## config.mk

```make
export PLATFORM = sky130hd
export DESIGN_NAME = pipe_hazard_ctrl
export DESIGN_NICKNAME = d
export VERILOG_FILES = /design/src/rtl/pipe_ctrl_pkg.sv /design/src/rtl/mem_wait_fsm.sv /design/src/rtl/pipe_hazard_ctrl.sv
export SDC_FILE = /design/constraint.sdc
export NUM_CORES = 1
export LEC_CHECK = 0
export ABC_AREA = 1
export BUFFER_PORTS_ARGS = -buffer_cell sky130_fd_sc_hd__buf_2
export CAP_MARGIN = 20
export CORE_ASPECT_RATIO = 1.5
export CORE_MARGIN = 2
export CORE_UTILIZATION = 49
export CTS_CLUSTER_DIAMETER = 120
export DETAILED_ROUTE_END_ITERATION = 16
export PLACE_DENSITY = 0.77
export SLEW_MARGIN = 20
export SYNTH_ARGS = -nofsm -noshare
export SYNTH_HDL_FRONTEND = slang
export SYNTH_HIERARCHICAL = 1
export SYNTH_SLANG_ARGS = --single-unit
```

## constraint.sdc

```tcl
create_clock -name clk -period 1.73 [get_ports clk]
set_input_delay 0 -clock clk [delete_from_list [all_inputs] [get_ports clk]]
set_output_delay 0 -clock clk [all_outputs]
set_load 0.1 [all_outputs]
```

## src/rtl/pipe_ctrl_pkg.sv

```systemverilog
// Shared types and constants for the pipeline hazard/stall sequencer.
package pipe_ctrl_pkg;

  typedef enum logic {RUN, MEM_WAIT} mem_state_t;

  localparam int          REG_AW = 5;
  localparam [REG_AW-1:0] REG_X0 = 5'd0;

  typedef struct packed {
    logic en;
    logic flush;
  } stage_ctrl_t;

endpackage

```

## src/rtl/mem_wait_fsm.sv

```systemverilog
// Data-memory wait sequencer: request handshake, freeze generation,
// bounded wait with a sticky timeout error.
module mem_wait_fsm
  import pipe_ctrl_pkg::*;
#(
  parameter int MEM_TIMEOUT = 16
) (
  input  logic clk,
  input  logic rst,
  input  logic i_macc,
  input  logic i_dmem_ready,
  output logic o_dmem_req,
  output logic o_freeze,
  output logic o_mem_err
);

  localparam int TW = $clog2(MEM_TIMEOUT);

  mem_state_t      r_state, w_state_next;
  logic [TW-1:0]   r_tmo_cnt, w_tmo_cnt_next;
  logic            r_mem_err, w_mem_err_next;
  logic            w_timeout;

  assign w_timeout  = (r_state == MEM_WAIT) && (r_tmo_cnt == TW'(MEM_TIMEOUT - 1));
  assign o_dmem_req = i_macc & rst;
  // The last permitted wait cycle is released even without ready.
  assign o_freeze   = rst & i_macc & ~i_dmem_ready & ~w_timeout;
  assign o_mem_err  = r_mem_err;

  always_comb begin
    w_state_next   = r_state;
    w_tmo_cnt_next = r_tmo_cnt;
    w_mem_err_next = r_mem_err;
    case (r_state)
      RUN: begin
        if (i_macc && !i_dmem_ready) begin
          w_state_next   = MEM_WAIT;
          w_tmo_cnt_next = TW'(1);
        end
      end
      MEM_WAIT: begin
        if (i_dmem_ready) begin
          w_state_next = RUN;
        end else if (w_timeout) begin
          w_state_next   = RUN;
          w_mem_err_next = 1'b1;
        end else begin
          w_tmo_cnt_next = r_tmo_cnt + TW'(1);
        end
      end
      default: w_state_next = RUN;
    endcase
  end

  always_ff @(posedge clk) begin
    if (!rst) begin
      r_state   <= RUN;
      r_tmo_cnt <= '0;
      r_mem_err <= 1'b0;
    end else begin
      r_state   <= w_state_next;
      r_tmo_cnt <= w_tmo_cnt_next;
      r_mem_err <= w_mem_err_next;
    end
  end

endmodule

```

## src/rtl/pipe_hazard_ctrl.sv

```systemverilog
// Pipeline stage-register sequencer: load-use, taken-branch and memory-wait
// hazards resolved into per-stage enable/flush, plus a stall-cycle counter.
module pipe_hazard_ctrl
  import pipe_ctrl_pkg::*;
#(
  parameter int WIDTH       = 32,
  parameter int MEM_TIMEOUT = 16
) (
  input  logic              clk,
  input  logic              rst,
  input  logic [REG_AW-1:0] i_id_ars1,
  input  logic [REG_AW-1:0] i_id_ars2,
  input  logic [REG_AW-1:0] i_ex_ard,
  input  logic              i_ex_memtoreg,
  input  logic              i_ex_regwrite,
  input  logic              i_ex_branch_taken,
  input  logic              i_mem_memwrite,
  input  logic              i_mem_memtoreg,
  input  logic              i_dmem_ready,
  output logic              o_dmem_req,
  output logic              o_pc_en,
  output logic              o_ifid_en,
  output logic              o_idex_en,
  output logic              o_exmem_en,
  output logic              o_memwb_en,
  output logic              o_ifid_flush,
  output logic              o_idex_flush,
  output logic              o_memwb_flush,
  output logic              o_mem_err,
  output logic [WIDTH-1:0]  o_stall_cycles
);

  logic        w_macc, w_lu, w_freeze;
  logic        w_pc_en, w_exmem_en;
  stage_ctrl_t w_ifid, w_idex, w_memwb;
  logic [WIDTH-1:0] r_stall_cycles;

  assign w_macc = i_mem_memwrite | i_mem_memtoreg;
  assign w_lu   = i_ex_memtoreg & i_ex_regwrite & (i_ex_ard != REG_X0) &
                  ((i_ex_ard == i_id_ars1) | (i_ex_ard == i_id_ars2));

  mem_wait_fsm #(.MEM_TIMEOUT(MEM_TIMEOUT)) u_mem_wait (
    .clk          (clk),
    .rst          (rst),
    .i_macc       (w_macc),
    .i_dmem_ready (i_dmem_ready),
    .o_dmem_req   (o_dmem_req),
    .o_freeze     (w_freeze),
    .o_mem_err    (o_mem_err)
  );

  always_comb begin
    w_pc_en    = 1'b1;
    w_exmem_en = 1'b1;
    w_ifid     = '{en: 1'b1, flush: 1'b0};
    w_idex     = '{en: 1'b1, flush: 1'b0};
    w_memwb    = '{en: 1'b1, flush: 1'b0};
    if (!rst) begin
      // Reset holds the pass-through defaults.
    end else if (w_freeze) begin
      w_pc_en     = 1'b0;
      w_exmem_en  = 1'b0;
      w_ifid.en   = 1'b0;
      w_idex.en   = 1'b0;
      w_memwb.en  = 1'b0;
      w_memwb.flush = 1'b1;
    end else if (i_ex_branch_taken) begin
      w_ifid.flush = 1'b1;
      w_idex.flush = 1'b1;
    end else if (w_lu) begin
      w_pc_en      = 1'b0;
      w_ifid.en    = 1'b0;
      w_idex.flush = 1'b1;
    end
  end

  assign o_pc_en       = w_pc_en;
  assign o_ifid_en     = w_ifid.en;
  assign o_idex_en     = w_idex.en;
  assign o_exmem_en    = w_exmem_en;
  assign o_memwb_en    = w_memwb.en;
  assign o_ifid_flush  = w_ifid.flush;
  assign o_idex_flush  = w_idex.flush;
  assign o_memwb_flush = w_memwb.flush;

  always_ff @(posedge clk) begin
    if (!rst) begin
      r_stall_cycles <= '0;
    end else if (!w_pc_en && (r_stall_cycles != {WIDTH{1'b1}})) begin
      r_stall_cycles <= r_stall_cycles + WIDTH'(1);
    end
  end

  assign o_stall_cycles = r_stall_cycles;

endmodule

```

==> impl_metrics.xml <==
<?xml version="1.0" encoding="UTF-8"?>
<metrics>
  <group name="place">
    <metric name="post-place-cells" unit="">606</metric>
    <metric name="post_dp_cell_area" unit="sq um">3580</metric>
    <metric name="portBuffers" unit="">64</metric>
    <metric name="pre_cts_setup_slack" unit="ns">-0.0612</metric>
    <metric name="routability_cong" unit="">0.950</metric>
    <metric name="place_hpwl" unit="mm">6.37</metric>
  </group>
  <group name="setup_path">
    <metric name="timing.critical_path.to_type" unit="">primary output</metric>
    <metric name="crit_chain" unit="">ha_4 -&gt; nand3_4 -&gt; nor2_4 -&gt; nor3_4 -&gt; nand2_8 -&gt; nand2_8 -&gt; clkinvlp_4 -&gt; buf_12</metric>
    <metric name="timing.critical_path.required" unit="ns">1.73</metric>
    <metric name="crit_slowest_cell" unit="">sky130_fd_sc_hd__dfxtp_4</metric>
    <metric name="cp-start-kind" unit="">register</metric>
    <metric name="critical-path-top-cell-by-count" unit="">sky130_fd_sc_hd__nand2_8</metric>
    <metric name="critical_path.max_fanout" unit="">5</metric>
    <metric name="path_class" unit="">reg2out</metric>
    <metric name="critical_path.max_stage_delay" unit="ns">0.36</metric>
    <metric name="timing.critical_path.arrival" unit="ns">1.77</metric>
  </group>
  <group name="timing">
    <metric name="final_min_period_over_clock_period" unit="%">102</metric>
    <metric name="hold_viol" unit="">0</metric>
    <metric name="finClkSkew" unit="ns">0.00496</metric>
    <metric name="setup_viol" unit="">15</metric>
    <metric name="fin_ws" unit="ns">-0.0358</metric>
    <metric name="grt_setup_unrepaired" unit="">yes</metric>
    <metric name="maxSlewViolCount" unit="">0</metric>
    <metric name="max_slew_margin" unit="%">67.1</metric>
    <metric name="fin_crit" unit="ns">1.77</metric>
    <metric name="maxClockFrequency" unit="GHz">0.566</metric>
    <metric name="worstMarginPinSlew" unit="ns">0.496</metric>
  </group>
  <group name="layout">
    <metric name="diodes" unit="">0</metric>
    <metric name="post-route-util" unit="%">71.4</metric>
    <metric name="area_delta_synth_final" unit="%">43.1</metric>
    <metric name="final_layout_size_suffix_gt1_share" unit="%">35.9</metric>
    <metric name="layout.cell_area.non_filler" unit="sq um">3860</metric>
    <metric name="n_fill_cell" unit="">474</metric>
    <metric name="instances_no_fill" unit="">622</metric>
    <metric name="final_net_count" unit="">576</metric>
  </group>
  <group name="routing">
    <metric name="drt_iter0_drc" unit="">159</metric>
    <metric name="route.detailed.vias_per_inst" unit="">5.15</metric>
    <metric name="num_vias" unit="">3201</metric>
    <metric name="route.detailed.wl_per_inst" unit="um">13.4</metric>
    <metric name="routed_wl" unit="mm">8.35</metric>
    <metric name="antenna_violating_nets_post_route" unit="">0</metric>
    <metric name="drt_pass1_iterations" unit="">4</metric>
    <metric name="drc_violation_count_after_routing" unit="">0</metric>
  </group>
  <group name="grt">
    <metric name="most_used_routing_layer_in_global_routing" unit="">met2</metric>
    <metric name="grt_usage" unit="%">27.8</metric>
    <metric name="met3_usage" unit="%">4.17</metric>
    <metric name="number_of_global_route_vias_before_repair" unit="">3064</metric>
    <metric name="grt_util_met2" unit="%">54.4</metric>
    <metric name="gr-usage-met1" unit="%">28.8</metric>
    <metric name="antenna_violations_before_repair" unit="">0</metric>
    <metric name="globalRoute.totalOverflow" unit="">0</metric>
    <metric name="grt_max_degree" unit="">32</metric>
    <metric name="grt_first_pass_wirelength" unit="mm">13.4</metric>
  </group>
  <group name="worst_hold_path">
    <metric name="min-delay-path-class" unit="">in2reg</metric>
  </group>
  <group name="floorplanning">
    <metric name="chipWidth" unit="um">64.6</metric>
    <metric name="die-area" unit="sq um">6130</metric>
    <metric name="die_h" unit="um">94.9</metric>
    <metric name="area_of_the_core" unit="sq um">5410</metric>
    <metric name="ios" unit="">65</metric>
    <metric name="rows" unit="">33</metric>
    <metric name="initial_cell_density_of_the_core" unit="%">49.9</metric>
  </group>
  <group name="synth">
    <metric name="synth-seq-area-share" unit="%">28.2</metric>
    <metric name="area_share_of_the_leading_cell_type_in_the_synthesized_netlist" unit="%">28.2</metric>
    <metric name="post_synth_main_area_contributors" unit="">sky130_fd_sc_hd__dfxtp_1 28%, sky130_fd_sc_hd__nand2_1 20%, sky130_fd_sc_hd__nand3_1 9.6%</metric>
    <metric name="synthTopCellsByCount" unit="">145 x sky130_fd_sc_hd__nand2_1, 58 x sky130_fd_sc_hd__nor2_1, 52 x sky130_fd_sc_hd__nand3_1</metric>
    <metric name="postSynth.asyncResetShare" unit="%">0</metric>
    <metric name="synth_most_common_cell" unit="">sky130_fd_sc_hd__nand2_1</metric>
    <metric name="syn-cell-area" unit="sq um">2700</metric>
    <metric name="most_instantiated_flip_flop_cell_in_the_synthesis_netlist" unit="">sky130_fd_sc_hd__dfxtp_1</metric>
    <metric name="postSynthCellCount" unit="">449</metric>
    <metric name="syn_avg_cell_area" unit="sq um">6.01</metric>
    <metric name="synth_largest_area_cell" unit="">sky130_fd_sc_hd__dfxtp_1</metric>
    <metric name="number_of_distinct_library_cell_variants_in_the_gate_level_netlist_after_synthesis" unit="">25</metric>
    <metric name="number_of_storage_elements_in_the_synthesis_netlist" unit="">38</metric>
    <metric name="synth.yosys.warnings" unit="">6</metric>
    <metric name="mappedNetlistNets" unit="">474</metric>
    <metric name="synth_enable_flop_cells" unit="">0</metric>
  </group>
  <group name="power">
    <metric name="powerDensity" unit="nW/um^2">513</metric>
    <metric name="total_leakage_power" unit="nW">1.70</metric>
    <metric name="p_total" unit="mW">1.98</metric>
    <metric name="vdd_ir_drop_max" unit="mV">0.543</metric>
  </group>
  <group name="clocking">
    <metric name="tritoncts.num_buffers" unit="">5</metric>
    <metric name="cts_tree" unit="">built</metric>
    <metric name="cts_root_buf" unit="">sky130_fd_sc_hd__clkbuf_8</metric>
    <metric name="worstSkewPairLatency" unit="ns">0.29</metric>
    <metric name="cts_num_sinks" unit="">38</metric>
    <metric name="cts-htree-levels" unit="">2</metric>
    <metric name="cts-root-to-sink-buffers" unit="">2</metric>
    <metric name="clk_pin_slew" unit="ns">0.08</metric>
  </group>
  <group name="job">
    <metric name="max_cap_viol" unit="">0</metric>
  </group>
  <group name="run_status">
    <metric name="violations" unit="">setup timing</metric>
    <metric name="outcome" unit="">finished with violations</metric>
  </group>
</metrics>
-- cells in the final DEF (no fill, tap or decap), types with 9 or more instances in the layout --
cell type,n
sky130_fd_sc_hd__nand3_1,51
sky130_fd_sc_hd__buf_2,59
sky130_fd_sc_hd__inv_1,43
sky130_fd_sc_hd__a21oi_1,21
sky130_fd_sc_hd__a21oi_2,13
sky130_fd_sc_hd__dfxtp_2,25
sky130_fd_sc_hd__buf_4,41
sky130_fd_sc_hd__nand2_1,139
sky130_fd_sc_hd__xor2_1,13
sky130_fd_sc_hd__nor2_1,53
sky130_fd_sc_hd__nor3_1,9
-- metrics by stage --
stage / hold WS (ns) / setup TNS, ns
3_5_place_dp: 0.339 / -0.185
6_report: 0.0378 / -0.205
4_1_cts: 0.0303 / 0
3_3_place_gp: 0.339 / -0.0924
2_1_floorplan: 0.111 / -8.95
5_1_grt: 0.0479 / -3.30
-- cell type report --
type                            instances  area (sq um)  share of cell area [%]
Multi-Input combinational cell        349          1850                    48.0
Clock buffer                            8           110                    2.85
Sequential cell                        38           822                    21.3
Inverter                               46           176                    4.57
Tap cell                               70          87.6                    2.27
Timing Repair Buffer                  111           811                    21.0
-- worst max-delay path: cells and delay by family (launching register included) --
kind	cells	cell delay, ns
flip-flops	1	0.36
buffers and inverters	2	0.32
AND/OR/NAND/NOR	5	0.62
adder cells (fa/ha/maj)	1	0.17
-- kinds of logic (layout without fill, tap and decap cells) --
logic type,after synthesis,after routing,share of synthesized area (%)
DFF,38,38,28.2
adders and majority gates,2,2,0.927
AOI/OAI and AO/OA,36,36,6.82
buffers and inverters,62,165,9.93
xor gates and xnor gates,19,19,6.17
and+or+nand+nor,292,292,48.0
-- sequential cells by signal (all words and copies together), names as in the netlist --
name,flops
u_mem_wait/r_tmo_cnt,4
u_mem_wait/o_mem_err,1
u_mem_wait/r_state,1
o_stall_cycles,32
-- worst paths after layout --
path	start	to	slack, ns	cells past startpoint
max	u_mem_wait/r_tmo_cnt[1]$_SDFFE_PN0P_	o_pc_en	-0.04	8
min reg2reg	o_stall_cycles[31]$_SDFFE_PN0P_	o_stall_cycles[31]$_SDFFE_PN0P_	0.49	2
max reg2reg	o_stall_cycles[0]$_SDFFE_PN0P_	o_stall_cycles[20]$_SDFFE_PN0P_	-0.02	11
min	rst	o_stall_cycles[16]$_SDFFE_PN0P_	0.04	3
-- power by group --
group / total [mW] / switching (mW) / internal (mW)
combinational: 0.365 / 0.242 / 0.122
clock: 0.727 / 0.324 / 0.403
sequential: 0.889 / 0.0142 / 0.875
total: 1.98 / 0.580 / 1.40
-- layer usage --
metal | wire length (um) | share of wire, %
met1 | 3220 | 39
met3 | 296 | 3.5
met5 | 0 | 0
met2 | 4530 | 54
met4 | 301 | 3.6
-- what timing repair did --
action / 4_1_cts / 5_1_grt
pin swaps: 5 / 10
cloned: 0 / 1
hold buffers: 0 / 0
endpoints found under the hold margin: 0 / 0
resized for setup: 4 / 22
setup endpoints to repair: 9 / 36
buffers inserted: 5 / 2
Note: power is estimated with default switching activity, not from simulation.
